## config.mk

```make
export PLATFORM = sky130hd
export DESIGN_NAME = ps2_drive_cmd_ctrl
export DESIGN_NICKNAME = d
export VERILOG_FILES = /design/src/rtl/ps2_drive_pkg.sv /design/src/rtl/ps2_cmd_timer.sv /design/src/rtl/ps2_drive_cmd_ctrl.sv
export SDC_FILE = /design/constraint.sdc
export NUM_CORES = 1
export LEC_CHECK = 0
export CORE_MARGIN = 3
export CORE_UTILIZATION = 49
export DETAILED_ROUTE_END_ITERATION = 8
export GPL_ROUTABILITY_DRIVEN = 1
export PLACE_DENSITY_LB_ADDON = 0.12
export SKIP_CTS_REPAIR_TIMING = 1
export SLEW_MARGIN = 20
export SYNTH_ARGS = -nofsm -noshare
export SYNTH_HDL_FRONTEND = slang
export SYNTH_HIERARCHICAL = 1
export SYNTH_SLANG_ARGS = --single-unit
```

## constraint.sdc

```tcl
create_clock -name CLOCK_50 -period 1.8 [get_ports CLOCK_50]
set_clock_uncertainty 0.15 [all_clocks]
set_input_delay 0.45 -clock CLOCK_50 [delete_from_list [all_inputs] [get_ports CLOCK_50]]
set_output_delay 0.45 -clock CLOCK_50 [all_outputs]
set_load 0.02 [all_outputs]
```

## src/rtl/ps2_drive_pkg.sv

```systemverilog
// Shared FSM state, PS/2 prefix bytes, default key map and drive-command encodings.
package ps2_drive_pkg;

  typedef enum logic [1:0] {
    ST_IDLE,
    ST_GOT_E0,
    ST_GOT_F0,
    ST_GOT_E0F0
  } state_t;

  localparam logic [7:0] CODE_E0 = 8'hE0;
  localparam logic [7:0] CODE_F0 = 8'hF0;
  localparam logic [7:0] CODE_E1 = 8'hE1;

  localparam logic [7:0] DEF_KEY_FWD   = 8'h73;
  localparam logic [7:0] DEF_KEY_BACK  = 8'h72;
  localparam logic [7:0] DEF_KEY_LEFT  = 8'h6B;
  localparam logic [7:0] DEF_KEY_RIGHT = 8'h74;

  localparam logic [1:0] ACCEL_FWD      = 2'b10;
  localparam logic [1:0] ACCEL_BACK     = 2'b01;
  localparam logic [1:0] ACCEL_NONE     = 2'b00;
  localparam logic [1:0] STEER_LEFT     = 2'b10;
  localparam logic [1:0] STEER_RIGHT    = 2'b01;
  localparam logic [1:0] STEER_STRAIGHT = 2'b00;

  // One-hot {right,left,back,fwd}; prefix and pause bytes never map to a key.
  function automatic logic [3:0] key_mask(input logic [7:0] code, input logic [7:0] k_fwd,
                                          input logic [7:0] k_back, input logic [7:0] k_left,
                                          input logic [7:0] k_right);
    logic [3:0] m;
    m = {code == k_right, code == k_left, code == k_back, code == k_fwd};
    if (code == CODE_E0 || code == CODE_F0 || code == CODE_E1) m = 4'b0000;
    return m;
  endfunction

  function automatic logic [1:0] accel_enc(input logic fwd, input logic back);
    if (fwd && !back) return ACCEL_FWD;
    if (back && !fwd) return ACCEL_BACK;
    return ACCEL_NONE;
  endfunction

  function automatic logic [1:0] steer_enc(input logic left, input logic right);
    if (left && !right) return STEER_LEFT;
    if (right && !left) return STEER_RIGHT;
    return STEER_STRAIGHT;
  endfunction

endpackage

```

## src/rtl/ps2_cmd_timer.sv

```systemverilog
// Reloadable saturating down-counter; o_expire is high on the CYCLES-th consecutive
// cycle without i_reload, then the count rests at zero until the next reload.
module ps2_cmd_timer #(
  parameter int CYCLES = 16
) (
  input  logic i_clk,
  input  logic i_rst,
  input  logic i_reload,
  output logic o_expire
);

  localparam int W = $clog2(CYCLES + 1);
  localparam logic [W-1:0] LOAD = W'(CYCLES);

  logic [W-1:0] r_cnt;

  always_ff @(posedge i_clk or posedge i_rst) begin
    if (i_rst) begin
      r_cnt <= '0;
    end else if (i_reload) begin
      r_cnt <= LOAD;
    end else if (r_cnt != '0) begin
      r_cnt <= r_cnt - W'(1);
    end
  end

  assign o_expire = !i_reload && (r_cnt == W'(1));

endmodule

```

## src/rtl/ps2_drive_cmd_ctrl.sv

```systemverilog
// PS/2 scancode decoder driving held/accel/steer, all registered one cycle after the completing byte.
// Define PS2_DRIVE_WATCHDOG_EN to add an idle watchdog that releases every key.
module ps2_drive_cmd_ctrl
  import ps2_drive_pkg::*;
#(
  parameter logic [7:0] KEY_FWD   = DEF_KEY_FWD,
  parameter logic [7:0] KEY_BACK  = DEF_KEY_BACK,
  parameter logic [7:0] KEY_LEFT  = DEF_KEY_LEFT,
  parameter logic [7:0] KEY_RIGHT = DEF_KEY_RIGHT,
  parameter int PREFIX_TIMEOUT    = 50000,
  parameter int WATCHDOG_CYCLES   = 50000000
) (
  input  logic       CLOCK_50,
  input  logic       reset,
  input  logic [7:0] rx_data,
  input  logic       rx_valid,
  output logic [3:0] held,
  output logic [1:0] accel,
  output logic [1:0] steer,
  output logic       key_event
);

  if (PREFIX_TIMEOUT < 1 || WATCHDOG_CYCLES < 1) begin : g_bad_cfg
    $error("ps2_drive_cmd_ctrl: timer lengths must be at least 1");
  end

  state_t     r_state;
  logic [3:0] r_held;
  logic [1:0] r_accel;
  logic [1:0] r_steer;
  logic       r_key_event;

  logic [3:0] w_mask;
  logic [3:0] w_held_nxt;
  logic       w_prefix_expire;

  assign w_mask = key_mask(rx_data, KEY_FWD, KEY_BACK, KEY_LEFT, KEY_RIGHT);

  // A mapped byte after F0 is a break; otherwise (including E0-prefixed) it is a make.
  always_comb begin
    w_held_nxt = r_held;
    if (rx_valid) begin
      if (r_state == ST_GOT_F0 || r_state == ST_GOT_E0F0) w_held_nxt = r_held & ~w_mask;
      else w_held_nxt = r_held | w_mask;
    end
  end

  ps2_cmd_timer #(
    .CYCLES(PREFIX_TIMEOUT)
  ) u_prefix_timer (
    .i_clk   (CLOCK_50),
    .i_rst   (reset),
    .i_reload(rx_valid),
    .o_expire(w_prefix_expire)
  );

`ifdef PS2_DRIVE_WATCHDOG_EN
  logic w_wdog_expire;

  ps2_cmd_timer #(
    .CYCLES(WATCHDOG_CYCLES)
  ) u_wdog_timer (
    .i_clk   (CLOCK_50),
    .i_rst   (reset),
    .i_reload(rx_valid),
    .o_expire(w_wdog_expire)
  );
`endif

  always_ff @(posedge CLOCK_50 or posedge reset) begin
    if (reset) begin
      r_state     <= ST_IDLE;
      r_held      <= 4'b0000;
      r_accel     <= ACCEL_NONE;
      r_steer     <= STEER_STRAIGHT;
      r_key_event <= 1'b0;
    end else begin
      r_key_event <= 1'b0;
`ifdef PS2_DRIVE_WATCHDOG_EN
      if (w_wdog_expire) begin
        r_state     <= ST_IDLE;
        r_held      <= 4'b0000;
        r_accel     <= ACCEL_NONE;
        r_steer     <= STEER_STRAIGHT;
        r_key_event <= |r_held;
      end else
`endif
      begin
        if (rx_valid) begin
          case (r_state)
            ST_IDLE: begin
              if (rx_data == CODE_E0) r_state <= ST_GOT_E0;
              else if (rx_data == CODE_F0) r_state <= ST_GOT_F0;
            end
            ST_GOT_E0: begin
              if (rx_data == CODE_F0) r_state <= ST_GOT_E0F0;
              else if (rx_data != CODE_E0) r_state <= ST_IDLE;
            end
            default: begin
              if (rx_data == CODE_E0) r_state <= ST_GOT_E0;
              else if (rx_data != CODE_F0) r_state <= ST_IDLE;
            end
          endcase
        end else if (w_prefix_expire) begin
          r_state <= ST_IDLE;
        end
        r_held      <= w_held_nxt;
        r_key_event <= (w_held_nxt != r_held);
        r_accel     <= accel_enc(w_held_nxt[0], w_held_nxt[1]);
        r_steer     <= steer_enc(w_held_nxt[2], w_held_nxt[3]);
      end
    end
  end

  assign held      = r_held;
  assign accel     = r_accel;
  assign steer     = r_steer;
  assign key_event = r_key_event;

endmodule

```

==> metrics.csv <==
stage,metric,value,unit
global_route,grt ovf,0,
sta,unrepaired setup endpoints after global routing,true,
synth,Post-Syn Area per Cell,9.55,µm²
place,GPL Wtd Cong,0.793,
critical_path,Critical Path AT,2.08,ns
detailed_routing,Avg WL per Cell,15.1,µm
power_and_ir_drop,Clock Power Share,30.4,%
critical_path,CP Launch Type,flip-flop,
power_and_ir_drop,combinational power share,22.1,%
sta,Fmax,0.512,GHz
min_path,Hold Crit Class,in2async,
place,placed instance area,2000,µm²
power_and_ir_drop,Peak VDD IR,464,µV
sta,"Slew Viols, Final",0,
global_route,initial antenna violation count,0,
cells_and_area,ratio of cells with drive above 1 in the final layout,34.8,%
synth,synth warn,6,
detailed_routing,vias per cell,5.81,
cells_and_area,Area Overhead vs Synth,46.4,%
synth,ys flop type,dfrtp_1,
critical_path,CP Capture Type,flip-flop,
sta,setup violators final,14,
power_and_ir_drop,Reg power frac,47.5,%
power_and_ir_drop,P per Cell Area,597,nW/µm²
detailed_routing,routed vias,1529,
die,Die Span X,62.0,µm
clock_tree,CTS Buffer Depth,2,
sta,Tcrit/Tclk final,109,%
die,FP Rows,19,
clock_tree,CTS tree,done,
detailed_routing,Iter 0 DRT Violations,96,
synth,Synth top area share,42.3,%
synth,post-synthesis sequential area ratio,42.3,%
clock_tree,Worst-path clk slew,0.15,ns
clock_tree,htree depth,1,
synth,Syn Nets,174,
sta,final worst setup slack,-0.154,ns
global_route,vias in the first global route,1399,
die,io pins,20,
synth,post-synthesis instance total,161,
clock_tree,CTS buffer count,3,
clock_tree,clock root cell,clkbuf_4,
die,core footprint,2880,µm²
synth,synth cell count leaders,"dfrtp_1, nand2_1, nor2_1",
place,cell count after placement,251,
critical_path,CP Data Required Time,1.93,ns
synth,number of synthesized flops with an enable pin,0,
sta,Period minus WS final,1.95,ns
global_route,pin count of the biggest net entering global routing,23,
die,Initial Util,53.5,%
cells_and_area,diode count,0,
synth,synth unique cells,50,
power_and_ir_drop,Int Power,0.000991,W
sta,Hold Fails Final Rpt,0,
critical_path,crit path kind,reg2reg,
cells_and_area,Finished Layout Cells,263,
detailed_routing,Post-Route WL,3.97,mm
power_and_ir_drop,Switching Fraction,26.3,%
place,# port buffers,19,
synth,post-synth top area cell,dfrtp_1,
outcome,status,"complete, but fails checks",
place,DPL Wire Length,2.80,mm
die,die area,3850,µm²
power_and_ir_drop,P_leak,1.07,nW
cells_and_area,Total Nets Final,235,
detailed_routing,Routed Antenna Nets,0,
critical_path,crit-path max FO,5,
cells_and_area,post-route cell area,2250,µm²
synth,Async SR Flop Fraction,100,%
die,chip height,62.0,µm
synth,Synth Cell Area,1540,µm²
global_route,Tot GR Track Use,21.4,%
flow_run,maxcap violations,0,
synth,"FF+latch count, synth",26,
outcome,failing checks,negative setup slack,
synth,Synth area leaders,"dfrtp_1, a21oi_1, nand2_1, nor2_1, o21ai_0",
sta,max_slew headroom,72.3,%
detailed_routing,Initial DRT Pass Iterations,4,
global_route,first-pass GRT wire length,6.22,mm
synth,most common cell in the netlist,dfrtp_1,
sta,worst-margin pin slew,0.412,ns
detailed_routing,drc violations,0,
clock_tree,Worst-Skew Late Latency,0.33,ns
clock_tree,CTS Sinks,26,
power_and_ir_drop,P_sw,0.000354,W
sta,worst hold slack,0.278,ns
## critical path, stage by stage (launching register included)
cell and delay (ns):
dfrtp_1 0.40, inv_2 0.06, ha_4 0.17, nor4b_4 0.15
and4_4 0.22, buf_4 0.14, or4b_4 0.48, a21oi_2 0.14
## routing by layer
metal	track usage, %	up-vias	wire length (µm)
met2	33.6	38	2020
met1	30.7	759	1720
li1	-	728	-
met4	6.06	0	31
met3	2.89	4	203
met5	0	-	0
## sequential cells by signal (all words and copies together) (netlist names)
name / cells
accel: 2
steer: 2
r_state: 1
u_prefix_timer/r_cnt: 16
held: 4
key_event: 1
## worst paths after layout
check	startpoint	endpoint	slack, ns	cells after the start
worst min register to register	held[1]	accel[1]	0.42	1
max in group asynchronous	reset	held[3]	0.94	2
worst max register to register	u_prefix_timer/r_cnt[1]	u_prefix_timer/r_cnt[3]	-0.15	7
worst max-delay path	u_prefix_timer/r_cnt[1]	u_prefix_timer/r_cnt[3]	-0.15	7
worst min-delay path	reset	key_event	0.28	2
min in group CLOCK_50	held[1]	accel[1]	0.42	1
## layout by cell type (no fill, tap or decap), types with 3 or more instances in the layout
cell and count:
inv_1 6, nand4_1 7, buf_4 41, mux2i_1 4, nor3_1 5, clkdlybuf4s50_1 10
a21oi_1 8, nor2_1 11, dfrtp_1 26, nand3b_1 6, nand2_1 13, nand3_1 4
o21ai_0 6, or3_1 6, dlymetal6s2s_1 9, clkbuf_4 3
## stage by stage
| stage | setup TNS (ns) | setup slack (ns) | utilization, % | total power, W |
|---|---|---|---|---|
| floorplan | -0.618 | -0.150 | - | 0.000771 |
| global placement | -2.60 | -0.285 | 69.7 | 0.000896 |
| detailed placement | -3.49 | -0.336 | 69.7 | 0.000905 |
| CTS | -3.03 | -0.246 | 71.5 | 0.00132 |
| global route | -2.54 | -0.286 | 78.3 | 0.00142 |
| finish | -1.06 | -0.154 | 78.3 | 0.00134 |
## logic make-up after synthesis
family | share of synthesized area [%]
flops | 42.3
simple gates | 35.6
fa+ha+maj | 1.63
compound gates | 13.8
mux | 2.60
buf+inv | 4.15
## power groups by stage
stage / clock network [W] / registers (W) / logic (W)
after global placement: 0 / 0.000646 / 0.000249
after floorplan: 0 / 0.000663 / 0.000108
after CTS: 0.000426 / 0.000638 / 0.000258
after detailed placement: 0 / 0.000649 / 0.000256
after global routing: 0.000452 / 0.000642 / 0.000326
final: 0.000409 / 0.000639 / 0.000297
## final cells by class
type                       count  area [µm²]
clock inverter                 1        30.0
inverter                       8        30.0
clock buffer                   3        22.5
multi-input combinational    122         933
fill                         214         626
timing repair buffer          61         532
tap                           42        52.6
sequential                    26         651
Note: power is estimated with default switching activity, not from simulation.
